### src/rtl/booth_pkg.sv
// Shared definitions for the sequential radix-2 Booth multiplier.
// Holds the FSM state encoding and the default operand width.
package booth_pkg;

   localparam int BOOTH_WIDTH_DEF = 4;

   typedef enum logic [1:0] {
      IDLE = 2'd0,
      RUN  = 2'd1,
      DONE = 2'd2
   } state_e;

endpackage

### src/rtl/booth_step.sv
// One radix-2 Booth step: conditional add/sub of M, then arithmetic right shift of {acc,Q,Q-1}.
// Purely combinational; the accumulator is one bit wider than the operands so -2^(WIDTH-1) negates cleanly.
module booth_step #(
   parameter int WIDTH = 4
) (
   input  logic [WIDTH:0]   acc,
   input  logic [WIDTH-1:0] q,
   input  logic             q_m1,
   input  logic [WIDTH-1:0] m,
   output logic [WIDTH:0]   acc_nxt,
   output logic [WIDTH-1:0] q_nxt,
   output logic             q_m1_nxt
);

   logic [WIDTH:0] m_ext;
   logic [WIDTH:0] sum;

   assign m_ext = {m[WIDTH-1], m};

   always_comb begin
      sum = acc;
      case ({q[0], q_m1})
         2'b01:   sum = acc + m_ext;
         2'b10:   sum = acc - m_ext;
         default: sum = acc;
      endcase
   end

   assign acc_nxt  = {sum[WIDTH], sum[WIDTH:1]};
   assign q_nxt    = {sum[0], q[WIDTH-1:1]};
   assign q_m1_nxt = q[0];

endmodule

### src/rtl/booth_seq_ctrl.sv
// Sequential signed Booth multiplier: done pulses WIDTH cycles after accept; start is ignored while busy (no queuing).
// Optional macro BOOTH_ZERO_SHORTCUT_EN: a zero operand finishes with P=0 in the cycle after accept.
module booth_seq_ctrl
   import booth_pkg::*;
#(
   parameter int WIDTH = BOOTH_WIDTH_DEF
) (
   input  logic                 clk,
   input  logic                 rst_n,
   input  logic                 start,
   input  logic [WIDTH-1:0]     A,
   input  logic [WIDTH-1:0]     M,
   output logic                 busy,
   output logic                 done,
   output logic [2*WIDTH-1:0]   P
);

   localparam int CW = (WIDTH > 2) ? $clog2(WIDTH) : 1;

   state_e           state;
   logic [WIDTH:0]   acc;
   logic [WIDTH-1:0] q;
   logic             q_m1;
   logic [WIDTH-1:0] m_reg;
   logic [CW-1:0]    cnt;

   logic [WIDTH:0]   st_acc;
   logic [WIDTH-1:0] st_q;
   logic             st_qm1;
   logic [WIDTH-1:0] st_m;
   logic [WIDTH:0]   nx_acc;
   logic [WIDTH-1:0] nx_q;
   logic             nx_qm1;
   logic             zero_op;
   logic             last_step;

   // The accept edge already performs the first step from a cleared accumulator,
   // so RUN only needs WIDTH-1 cycles and the result lands in the WIDTH-th cycle.
   always_comb begin
      st_acc = acc;
      st_q   = q;
      st_qm1 = q_m1;
      st_m   = m_reg;
      if (state == IDLE) begin
         st_acc = '0;
         st_q   = A;
         st_qm1 = 1'b0;
         st_m   = M;
      end
   end

   booth_step #(
      .WIDTH (WIDTH)
   ) u_step (
      .acc      (st_acc),
      .q        (st_q),
      .q_m1     (st_qm1),
      .m        (st_m),
      .acc_nxt  (nx_acc),
      .q_nxt    (nx_q),
      .q_m1_nxt (nx_qm1)
   );

`ifdef BOOTH_ZERO_SHORTCUT_EN
   assign zero_op = (A == '0) || (M == '0);
`else
   assign zero_op = 1'b0;
`endif

   assign last_step = (cnt == CW'(WIDTH - 2));
   assign busy      = (state != IDLE);

   always_ff @(posedge clk or negedge rst_n) begin
      if (!rst_n) begin
         state <= IDLE;
         acc   <= '0;
         q     <= '0;
         q_m1  <= 1'b0;
         m_reg <= '0;
         cnt   <= '0;
         done  <= 1'b0;
         P     <= '0;
      end else begin
         case (state)
            IDLE: begin
               done <= 1'b0;
               if (start) begin
                  m_reg <= M;
                  cnt   <= '0;
                  if (zero_op) begin
                     acc   <= '0;
                     q     <= '0;
                     q_m1  <= 1'b0;
                     P     <= '0;
                     done  <= 1'b1;
                     state <= DONE;
                  end else begin
                     acc   <= nx_acc;
                     q     <= nx_q;
                     q_m1  <= nx_qm1;
                     state <= RUN;
                  end
               end
            end
            RUN: begin
               acc  <= nx_acc;
               q    <= nx_q;
               q_m1 <= nx_qm1;
               if (last_step) begin
                  P     <= {nx_acc[WIDTH-1:0], nx_q};
                  done  <= 1'b1;
                  state <= DONE;
               end else begin
                  cnt <= cnt + 1'b1;
               end
            end
            DONE: begin
               done  <= 1'b0;
               state <= IDLE;
            end
            default: begin
               done  <= 1'b0;
               state <= IDLE;
            end
         endcase
      end
   end

endmodule
### config.mk
export PLATFORM = sky130hd
export DESIGN_NAME = booth_seq_ctrl
export DESIGN_NICKNAME = d
export VERILOG_FILES = /design/src/rtl/booth_pkg.sv /design/src/rtl/booth_step.sv /design/src/rtl/booth_seq_ctrl.sv
export SDC_FILE = /design/constraint.sdc
export NUM_CORES = 1
export LEC_CHECK = 0
export BUFFER_PORTS_ARGS = -buffer_cell sky130_fd_sc_hd__buf_2
export CAP_MARGIN = 20
export CORE_MARGIN = 1
export CORE_UTILIZATION = 30
export CTS_BUF_LIST = sky130_fd_sc_hd__clkbuf_2 sky130_fd_sc_hd__clkbuf_4 sky130_fd_sc_hd__clkbuf_8
export DETAILED_ROUTE_END_ITERATION = 8
export PLACE_DENSITY_LB_ADDON = 0.2
export SLEW_MARGIN = 20
export SYNTH_ARGS = -nofsm -noshare
export SYNTH_HDL_FRONTEND = slang
export SYNTH_HIERARCHICAL = 1
export SYNTH_SLANG_ARGS = --single-unit
### constraint.sdc
create_clock -name clk -period 3.1 [get_ports clk]
set_input_delay 0.465 -clock clk [delete_from_list [all_inputs] [get_ports clk]]
set_output_delay 0.465 -clock clk [all_outputs]
set_load 0.01 [all_outputs]
Word-level counts from Yosys, hierarchy flattened

Cells that the tools add are included.

Input port bits: 11
Flip-flop bits (word level): 27
Word-level logic and storage cells: 45
Output and inout port bits: 10

Add/sub/neg operators: 3
Reduce and logical (&&, ||, !) cells: 8
Multiplexer cells: 19
Equality and inequality tests: 7

Operators by type and width:

| operator              | count |
|---|---|
| $pmux W5 S2           | 2 |
| $mux W4               | 3 |
| $mux W5               | 2 |
| $mux W2               | 4 |
| $pmux W2 S2           | 2 |
| $pmux W4 S2           | 1 |
| $reduce_and A2 Y1     | 4 |
| $ne A2 B2 Y1 const B  | 3 |
| $add A5 B5 Y5         | 1 |
| $sub A5 B5 Y5         | 1 |
| $eq A2 B1 Y1 const B  | 2 |
| $eq A2 B2 Y1 const B  | 2 |
| $mux W1               | 4 |
| $reduce_bool A2 Y1    | 2 |
| $reduce_and A3 Y1     | 1 |
| $add A2 B1 Y2 const B | 1 |
| $logic_not A2 Y1      | 1 |
| $pmux W1 S2           | 1 |

Logic depth before layout (Yosys ltp)

Depth after elaboration: 6
Gate-level depth with buffers: 14
Gate-level depth less buffers: 12

Modules after synthesis

The synthesis kept the hierarchy.

By module, submodules not included:

| module         | area each (um^2) | instances | seq. area each (um^2) | cells an instance |
|---|---|---|---|---|
| booth_seq_ctrl | 1295.0           | 1         | 675.6                 | 85 |
| booth_step     | 384.1            | 1         | 0.0                   | 56 |

Least setup slack after synthesis

No wires, ideal clock.

Path kind: register to register
Start point: register state[1]
End point: register acc[4]
Data required time: 2975 ps
Arrival time: 3175 ps
Setup time: 125 ps
Path buffers: 2
Clock period less this slack: 3300 ps
Slack: -200 ps
Stages on the path, launching flop included: 13
Cell sequence: dfrtp_1 -> nor2_4 -> buf_6 -> mux2_2 -> ha_1 -> mux2_2 -> fa_1 -> nand2b_1 -> a21oi_2 -> mux2i_1 -> a32o_1 -> buf_4 -> mux2_4

Word-level cells in the longest chain between the ends: 6
Elaborated cells between the ends (all ways): 16
Classes of those cells: add/sub: 2; eq/ne: 4; mux: 7; reduce/logical: 3

Ends and longest elaborated chain:

| element                                      | RTL line              | text |
|---|---|---|
| start: declaration                           | booth_seq_ctrl.sv:20  | `state_e state;` |
| start signal: assignment                     | booth_seq_ctrl.sv:75  | `state <= IDLE;` |
| start signal: assignment                     | booth_seq_ctrl.sv:96  | `state <= DONE;` |
| start signal: assignment                     | booth_seq_ctrl.sv:101 | `state <= RUN;` |
| $logic_not A2 Y1 (*)                         | booth_seq_ctrl.sv:44  | `if (state == IDLE) begin` |
| $mux W4 (*)                                  | booth_seq_ctrl.sv:44  |  |
| net st_q[0]                                  | booth_seq_ctrl.sv:28  | `logic [WIDTH-1:0] st_q;` |
| $eq A2 B2 Y1 or $eq A2 B1 Y1 (tied branches) | booth_step.sv:22      | `case ({q[0], q_m1})` |
| $pmux W5 S2 (*)                              | booth_step.sv:22      |  |
| net nx_acc[3]                                | booth_seq_ctrl.sv:31  | `logic [WIDTH:0] nx_acc;` |
| $mux W5                                      | booth_seq_ctrl.sv:87  | `if (start) begin` |
| $pmux W5 S2 (*)                              | booth_seq_ctrl.sv:84  | `case (state)` |
| end signal: assignment                       | booth_seq_ctrl.sv:98  | `acc <= nx_acc;` |
| end signal: assignment                       | booth_seq_ctrl.sv:106 | `acc <= nx_acc;` |
| end: declaration                             | booth_seq_ctrl.sv:21  | `logic [WIDTH:0] acc;` |

Mark *: on every way through the listed nets, which the timed path passes. The rest lies on a longest branch. The select of a mux whose other input is x is not followed.
A chain may end at the register's enable or synchronous reset.

Worst setup path after layout

Start point: register state[0]
End point: register acc[4]

The elaborated chain is that of the path after synthesis.

==> out/metrics.yaml <==
synth-edff-count: 0
rows: 26
wl_per_cell_um: 13.5
crit_path_max_fanout: 7
fin_crit_sh_pct: 96.4
ant_nets: 0
grt_usage_pct: 11.3
clockBufferDepth: 2
pre_cts_slack_ps: 66.4
h-tree-depth: 1
start_kind: "flip-flop"
postSynth.asyncResetShare_pct: 100
ios: 21
top_register: "P"
grt_pass1_vias: 1094
largest_register_ffs: 8
worstPathRequired_ps: 3260
hpwl_um: 2380
cts_root_buf: "clkbuf_8"
die_h_um: 76.8
drc: 0
slew_headroom_pct: 59.4
end_kind: "flip-flop"
antenna_cells: 0
critical-path-slowest-cell: "dfrtp_1"
synthesis.area_sq_um: 1680
synth_seq_cells: 27
min_path_type: "in2async"
timing.fmax_mhz: 334
initial_utilization_pct: 32.1
largestRegisters: "P x8, acc x5"
syn_inst: 141
synth-main-ff-cell: "dfrtp_1"
port_buffers: 20
hold_viol_final: 0
antenna_found_initial: 0
tightest_slew_ps: 609
setup_slack_ps: 110
slew_viol_final: 0
r2r_cells: 11
cts_buffers: 3
synth_area_leaders: "dfrtp_1 (40%), mux2_2 (15%), mux2_4 (7.2%)"
synth_cell_types: 35
numClockSinks: 27
yosysTopAreaCell: "dfrtp_1"
grt_max_degree: 28
drt_pass1_iterations: 4
drive_above_1_share_pct: 47.0
area_growth_pct: 15.7
drtIter0Drc: 22
outcome: "complete, no violations"
overflow: 0
finClkSkew_ps: 1.60
dieArea_sq_um: 5900
worstSetupPathType: "reg2reg"
max-cap-violations: 0
clkTransAtPathRegs_ps: 90
via_count: 1073
grt_pass1_wl_um: 5260
syn_nets: 160
gp_congestion: 0.782
vias_per_cell: 4.59
crit_top_cell: "mux2_4"
worst_path_largest_cell_delay_ps: 420
setup_violations: 0
nets: 184
ys_warn_count: 6
synth_top_cell_area_share_pct: 40.2
coreArea_sq_um: 5240
cts_tree: "done"
die_w_um: 76.8
worstPathCellList: "nor2_4 -> buf_6 -> mux2_4 -> ha_4 -> mux2_4 -> fa_2 -> nand2b_4 -> a21oi_4 -> mux2i_1 -> a32o_2 -> mux2_4"
wirelength_um: 3150
ys_seq_area_share_pct: 40.2
clock_latency_ps: 270
critical_path_arrival_ps: 3150
syn_area_per_cell_sq_um: 11.9
layout_min_cycle_time_ps: 2990
fill_cells: 537
synthesized netlist by cell type, drive strengths merged, types with 2 or more instances:
cell type and count:
dfrtp 27, inv 10, a211o 2, o21ai 5
and3 2, ha 7, nor3b 3, nor3 2
nand2b 3, nor2 8, nor2b 8, mux2 31
nand2 6, xnor2 3, a21oi 3, buf 8
nor4b 2
through the flow:
step / util, % / hold slack, ps / cells / instance area (sq um) / TNS, ps
6_report: 37.1 / 198 / 234 / 1940 / 0
5_1_grt: 37.1 / 227 / 234 / 1940 / -14.1
4_1_cts: 36.3 / 210 / 230 / 1900 / 0
3_5_place_dp: 35.4 / 489 / 226 / 1850 / 0
3_3_place_gp: 35.4 / 484 / 226 / 1850 / 0
2_1_floorplan: - / 169 / 141 / 1720 / 0
routing by layer:
| layer | part of all wire (%) | wire, um | GRT usage (%) |
|---|---|---|---|
| met3 | 3.9 | 124 | 2.98 |
| met2 | 48 | 1520 | 18.9 |
| met5 | 0 | 0 | 0 |
| met1 | 47 | 1500 | 14.2 |
| met4 | 0.48 | 15 | 2.88 |
critical path: cells and delay by family (launching register included):
family	cells	cell delay [ps]
compound gates	2	430
flops	1	420
buf+inv	1	130
simple gates	2	380
fa+ha+maj	2	540
mux	4	970
layout make-up:
type / instances / area [sq um] / area share, %
Multi-Input combinational cell: 95 / 928 / 47.8
Sequential cell: 27 / 677 / 34.8
Timing Repair Buffer: 28 / 164 / 8.44
Tap cell: 70 / 87.6 / 4.51
Clock buffer: 4 / 48.8 / 2.51
Inverter: 10 / 37.5 / 1.93
worst paths after layout:
| check | startpoint | endpoint | slack, ps |
|---|---|---|---|
| min in group clk | M[2] | m_reg[2] | 450 |
| worst max-delay path | state[0] | acc[4] | 110 |
| max in group asynchronous | rst_n | state[1] | 2470 |
| worst max register to register | state[0] | acc[4] | 110 |
| worst min-delay path | rst_n | cnt[1] | 200 |
| worst min register to register | acc[1] | acc[1] | 500 |
layout by cell type, fill, tap and decap left out:
| cell | netlist | final |
|---|---|---|
| nand2b_4 | 0 | 1 |
| o21a_1 | 1 | 1 |
| mux2_4 | 8 | 12 |
| mux2i_1 | 1 | 1 |
| and3_1 | 2 | 2 |
| o21ai_0 | 4 | 4 |
| dfrtp_1 | 27 | 26 |
| buf_4 | 5 | 7 |
| mux2_2 | 23 | 19 |
| fa_2 | 0 | 1 |
| or2_4 | 1 | 1 |
| a21oi_1 | 2 | 2 |
| a21oi_4 | 0 | 1 |
| dfrtp_2 | 0 | 1 |
| buf_2 | 0 | 20 |
| o31ai_1 | 1 | 1 |
| xnor2_1 | 3 | 3 |
| o21bai_4 | 1 | 1 |
| nor3b_1 | 2 | 2 |
| inv_1 | 10 | 10 |
| clkbuf_8 | 0 | 3 |
| a211o_2 | 2 | 2 |
| nor4b_1 | 2 | 2 |
| xor2_1 | 1 | 1 |
| nor3b_4 | 1 | 1 |
| buf_6 | 2 | 1 |
| nor2_1 | 7 | 7 |
| a32o_2 | 0 | 1 |
| nor2b_1 | 8 | 8 |
| nor3_1 | 2 | 2 |
| nand2b_1 | 3 | 2 |
| o21ai_2 | 1 | 1 |
| ha_4 | 0 | 1 |
| nor2_4 | 1 | 1 |
| a21boi_0 | 1 | 1 |
| nand3b_4 | 1 | 1 |
| clkbuf_4 | 0 | 1 |
| nand2_1 | 6 | 6 |
| ha_1 | 7 | 6 |
cell families (layout without fill, tap and decap cells):
kind of cell	after synthesis	count (layout)	synth area share (%)
compound gates	15	15	7.08
mux	32	32	23.2
fa+ha+maj	8	8	6.41
xor+xnor	4	4	2.09
buf+inv	19	42	7.23
flops	27	27	40.2
simple gates	36	36	13.8
timing repair:
item	in CTS	in global routing
hold buffers	0	0
setup endpoints to repair	0	5
resized for setup	0	3
setup buffers	0	4
Power is left out: the tool's default activity adds up to more than one toggle a clock period on the data nets, which glitch-free logic cannot reach.
